--- src/rtl/compare_seq.sv ---
`default_nettype none
// ============================================================================
//  Module      : compare_seq
//  Description : Multi-cycle magnitude comparator. Scans both operands
//                CHUNK bits per cycle from the MSB down and reports EQ/NE/LT/
//                LE/GT/GE plus {gt,lt,eq} flags after a fixed N+1 cycle latency.
//  Revision    : 1.0 - initial release
// ============================================================================
module compare_seq #(
    parameter int WIDTH = 8,
    parameter int CHUNK = 2
) (
    input  logic             Clk,
    input  logic             Rst,
    input  logic             start,
    input  logic [2:0]       opcode,
    input  logic             sgn,
    input  logic [WIDTH-1:0] R1,
    input  logic [WIDTH-1:0] R2,
    output logic             busy,
    output logic             done,
    output logic [WIDTH-1:0] RD,
    output logic [2:0]       flags,
    output logic             err
);

    localparam int              N      = WIDTH / CHUNK;
    localparam int              CW     = (N > 1) ? $clog2(N) : 1;
    localparam logic [CW-1:0]   c_last = CW'(N - 1);
    localparam logic [WIDTH-1:0] c_msb = WIDTH'(1) << (WIDTH - 1);

    typedef enum logic [1:0] {
        S_IDLE = 2'd0,
        S_RUN  = 2'd1,
        S_DONE = 2'd2
    } state_t;

    state_t           r_state;
    state_t           w_next_state;

    logic [WIDTH-1:0] r_a;
    logic [WIDTH-1:0] r_b;
    logic [2:0]       r_op;
    logic [CW-1:0]    r_cnt;
    logic             r_gt;
    logic             r_lt;
    logic [WIDTH-1:0] r_rd;
    logic [2:0]       r_flags;
    logic             r_err;

    logic [WIDTH-1:0] w_a_cap;
    logic [WIDTH-1:0] w_b_cap;
    logic [CHUNK-1:0] w_sa;
    logic [CHUNK-1:0] w_sb;
    logic             w_gt;
    logic             w_lt;
    logic             w_eq;
    logic             w_rel;
    logic             w_ill;
    logic             w_last;

    // Flipping the sign bit maps two's complement onto offset binary, so the
    // unsigned slice scan orders signed operands correctly.
    assign w_a_cap = R1 ^ (sgn ? c_msb : '0);
    assign w_b_cap = R2 ^ (sgn ? c_msb : '0);

    // Operands shift left each RUN cycle, so the slice under test is always the top one.
    assign w_sa = r_a[WIDTH-1 -: CHUNK];
    assign w_sb = r_b[WIDTH-1 -: CHUNK];

    assign w_gt   = r_gt | (~r_gt & ~r_lt & (w_sa > w_sb));
    assign w_lt   = r_lt | (~r_gt & ~r_lt & (w_sa < w_sb));
    assign w_eq   = ~w_gt & ~w_lt;
    assign w_last = (r_state == S_RUN) && (r_cnt == c_last);

    always_comb begin
        w_rel = 1'b0;
        w_ill = 1'b0;
        case (r_op)
            3'b000:  w_rel = w_eq;
            3'b001:  w_rel = ~w_eq;
            3'b010:  w_rel = w_lt;
            3'b011:  w_rel = w_lt | w_eq;
            3'b100:  w_rel = w_gt;
            3'b101:  w_rel = w_gt | w_eq;
            default: w_ill = 1'b1;
        endcase
    end

    always_ff @(posedge Clk or posedge Rst) begin
        if (Rst) begin
            r_state <= S_IDLE;
        end else begin
            r_state <= w_next_state;
        end
    end

    always_comb begin
        w_next_state = r_state;
        busy         = 1'b0;
        done         = 1'b0;
        case (r_state)
            S_IDLE: begin
                if (start) begin
                    w_next_state = S_RUN;
                end
            end
            S_RUN: begin
                busy = 1'b1;
                if (r_cnt == c_last) begin
                    w_next_state = S_DONE;
                end
            end
            S_DONE: begin
                busy         = 1'b1;
                done         = 1'b1;
                w_next_state = S_IDLE;
            end
            default: w_next_state = S_IDLE;
        endcase
    end

    always_ff @(posedge Clk or posedge Rst) begin
        if (Rst) begin
            r_a     <= '0;
            r_b     <= '0;
            r_op    <= '0;
            r_cnt   <= '0;
            r_gt    <= 1'b0;
            r_lt    <= 1'b0;
            r_rd    <= '0;
            r_flags <= '0;
            r_err   <= 1'b0;
        end else begin
            if ((r_state == S_IDLE) && start) begin
                r_a   <= w_a_cap;
                r_b   <= w_b_cap;
                r_op  <= opcode;
                r_cnt <= '0;
                r_gt  <= 1'b0;
                r_lt  <= 1'b0;
            end else if (r_state == S_RUN) begin
                r_a   <= r_a << CHUNK;
                r_b   <= r_b << CHUNK;
                r_cnt <= r_cnt + CW'(1);
                r_gt  <= w_gt;
                r_lt  <= w_lt;
            end
            // Results change only on entry to DONE and hold until the next one.
            if (w_last) begin
                r_flags <= {w_gt, w_lt, w_eq};
                r_rd    <= WIDTH'(w_rel);
                r_err   <= w_ill;
            end
        end
    end

    assign RD    = r_rd;
    assign flags = r_flags;
    assign err   = r_err;

endmodule
`default_nettype wire

--- config.mk ---
export PLATFORM = sky130hd
export DESIGN_NAME = compare_seq
export DESIGN_NICKNAME = d
export VERILOG_FILES = /design/src/rtl/compare_seq.sv
export SDC_FILE = /design/constraint.sdc
export NUM_CORES = 1
export LEC_CHECK = 0
export CAP_MARGIN = 40
export CORE_MARGIN = 1
export CORE_UTILIZATION = 51
export CTS_BUF_LIST = sky130_fd_sc_hd__clkbuf_8
export DETAILED_ROUTE_END_ITERATION = 12
export PLACE_DENSITY_LB_ADDON = 0.1
export SYNTH_ARGS = -nofsm -noshare
export SYNTH_HDL_FRONTEND = slang
export SYNTH_SLANG_ARGS = --single-unit
--- constraint.sdc ---
create_clock -name Clk -period 2.11 [get_ports Clk]
set_clock_uncertainty 0.2 [all_clocks]
set_input_delay 0.422 -clock Clk [delete_from_list [all_inputs] [get_ports Clk]]
set_output_delay 0.422 -clock Clk [all_outputs]
set_load 0.05 [all_outputs]
==> flow_metrics.tcl <==
set metrics [dict create \
    top_usage_layer "met2" \
    crit_type "reg2reg" \
    yosysWarnings 0 \
    gr-usage-met1_pct 26.3 \
    ir_drop_v 0.00103 \
    drive_gt1_share_pct 11.6 \
    synthCells 168 \
    die_h_um 58.1 \
    remaining_drc_errors 0 \
    initial_core_util_pct 55.8 \
    clk_pin_slew_ns 0.07 \
    synth.cell_area_um2 1600 \
    met3_usage_pct 6.03 \
    ys_ff_latch 30 \
    cp_max_fo 3 \
    syn_avg_cell_area_um2 9.55 \
    cp-start-kind "flop" \
    ant_nets 0 \
    synth_edf_count 0 \
    fin_crit_ns 1.99 \
    max_cap_violations 0 \
    holdBufCountCts 0 \
    synth_top_family_by_area "simple AND/OR/NAND/NOR gates" \
    yosysMostFrequentCell "nand2_1" \
    finalPower_uw 3180 \
    synth-xor-area-share_pct 1.64 \
    vias_per_cell 5.14 \
    hold_violations 0 \
    synthFlopType "dfrtp_1" \
    cts_made_buffers 5 \
    insertedDiodeCount 0 \
    postLayoutSetupSlackWorst_ns 0.122 \
    crit_required_ns 2.10 \
    whs_ns 0.281 \
    place_ws_ns 0.149 \
    wl_per_cell_um 13.1 \
    cts_tree "done" \
    grt_pass1_vias 1260 \
    hpwl_um 2250 \
    die_x_um 58.1 \
    synth_compound_area_share_pct 14.5 \
    pwr_density_cell_nw_per_um2 1580 \
    synth_top_area_share_pct 46.8 \
    grt_setup_unrepaired "no" \
    gr-usage-met2_pct 37.3 \
    num_vias 1238 \
    yosysSeqAreaShare_pct 46.8 \
    cts_resized 0 \
    areaGrowthSynthToFinish_pct 25.4 \
    outcome "finished, final reports clean" \
    root_buffer "clkbuf_8" \
    drtIter0Drc 40 \
    slew_violations 0 \
    yosysTopAreaCell "dfrtp_1" \
    io_buffers 29 \
    fin_nets 228 \
    setup_viol 0 \
    hp-class "reg2reg" \
    rows 19 \
    antenna_found_initial 0 \
    p_leak_uw 0.000938 \
    ys_types 31 \
    dieArea_um2 3370 \
    wirelength_um 3170 \
    tns_ns 0 \
    grt_max_degree 36 \
    synth-adder-area-share_pct 5.46 \
    cts_sinks 30 \
    synthSimpleGateAreaFrac_pct 14.9 \
    final_util_pct 69.9 \
    post_cts_buffers 0 \
    max_freq_mhz 503 \
    yosys-top-cells-count "nand2_1 (35), dfrtp_1 (30), o21ai_0 (21), mux2i_1 (13), inv_1 (9)" \
    cp.arrival_ns 1.98 \
    grt_usage_pct 22.0 \
    worst_setup_path_end_kind "flop" \
    async_flop_share_pct 100 \
    fin_crit_sh_pct 94.2 \
    muxShareOfSynthArea_pct 8.11 \
    gp_congestion 0.869 \
    dr.pass1.iters 5 \
    design.core.area_um2 2880 \
    io_pins 37 \
    grt.overflow.total 0 \
    grt_pass1_wl_um 5520 \
    htree_levels 2 \
    worst_skew_pair.late_latency_ns 0.28 \
    synth_area_leaders "dfrtp_1 (47%), nand2_1 (8.2%), mux2i_1 (8.1%), o21ai_0 (6.6%), ha_1 (5.5%)" \
    clk_path_buf_depth 2 \
]
==> layout make-up <==
type / count / area, µm²
Timing Repair Buffer: 33 / 340
Clock inverter: 2 / 8.76
Multi-Input combinational cell: 119 / 742
Fill cell: 231 / 866
Sequential cell: 30 / 751
Inverter: 9 / 33.8
Tap cell: 42 / 52.6
Clock buffer: 6 / 82.6
==> placed cells by master (no fill, tap or decap), types with 2 or more instances in the layout <==
master / n
inv_1: 10
a221oi_2: 2
o21ai_0: 21
buf_12: 3
nand2_1: 35
a21oi_1: 4
buf_4: 8
nand3b_1: 4
dfrtp_1: 30
nor2b_1: 2
clkbuf_8: 6
xor2_1: 2
conb_1: 7
mux2i_1: 13
clkdlybuf4s50_1: 22
ha_1: 7
a211oi_1: 2
nor2_1: 7
==> power breakdown <==
group          internal, µW  switching, µW  total, µW
clock                   258            216        474
sequential              841            189       1030
combinational           708            967       1680
==> sequential cells by signal, summed over array words and instances (netlist names) <==
signal / cells
RD: 1
err: 1
flags: 3
r_a: 8
r_b: 8
r_cnt: 2
r_gt: 1
r_lt: 1
r_op: 3
r_state: 2
==> logic make-up (layout without fill, tap and decap cells) <==
logic type               after synthesis  count (layout)
XOR/XNOR                               3               3
other                                  1               7
buffers and inverters                 25              50
flip-flops                            30              30
AND/OR/NAND/NOR                       53              53
adder cells (fa/ha/maj)                7               7
AO/OA/AOI/OAI                         36              36
multiplexers                          13              13
==> through the flow <==
step / area [µm²] / cells
2_1_floorplan: 1630 / 174
3_3_place_gp: 1920 / 233
3_5_place_dp: 1920 / 233
4_1_cts: 2010 / 241
5_1_grt: 2010 / 241
6_report: 2010 / 241
==> metal layers <==
metal	vias to the layer above	wire length (µm)	part of all wire, %
li1	607	-	-
met1	579	1350	43
met2	48	1590	50
met3	4	184	5.8
met4	0	48	1.5
met5	-	0	0
==> final timing paths <==
check / startpoint / end / slack, ns / cells after the start
max in group asynchronous: Rst / r_lt / 1.12 / 3
worst min-delay path: flags[1] / flags[1] / 0.28 / 2
worst min register to register: flags[1] / flags[1] / 0.28 / 2
worst max-delay path: r_a[7] / RD[0] / 0.12 / 5
worst max register to register: r_a[7] / RD[0] / 0.12 / 5
min in group asynchronous: Rst / flags[1] / 0.30 / 3
==> worst max-delay path, cell delays in order (launching register included) <==
cell and delay [ns]:
dfrtp_1 0.39, ha_1 0.35, nand2_1 0.09, or4_4 0.50, o2bb2ai_2 0.15, a221oi_2 0.23
Power figures use the tool's default switching activity.
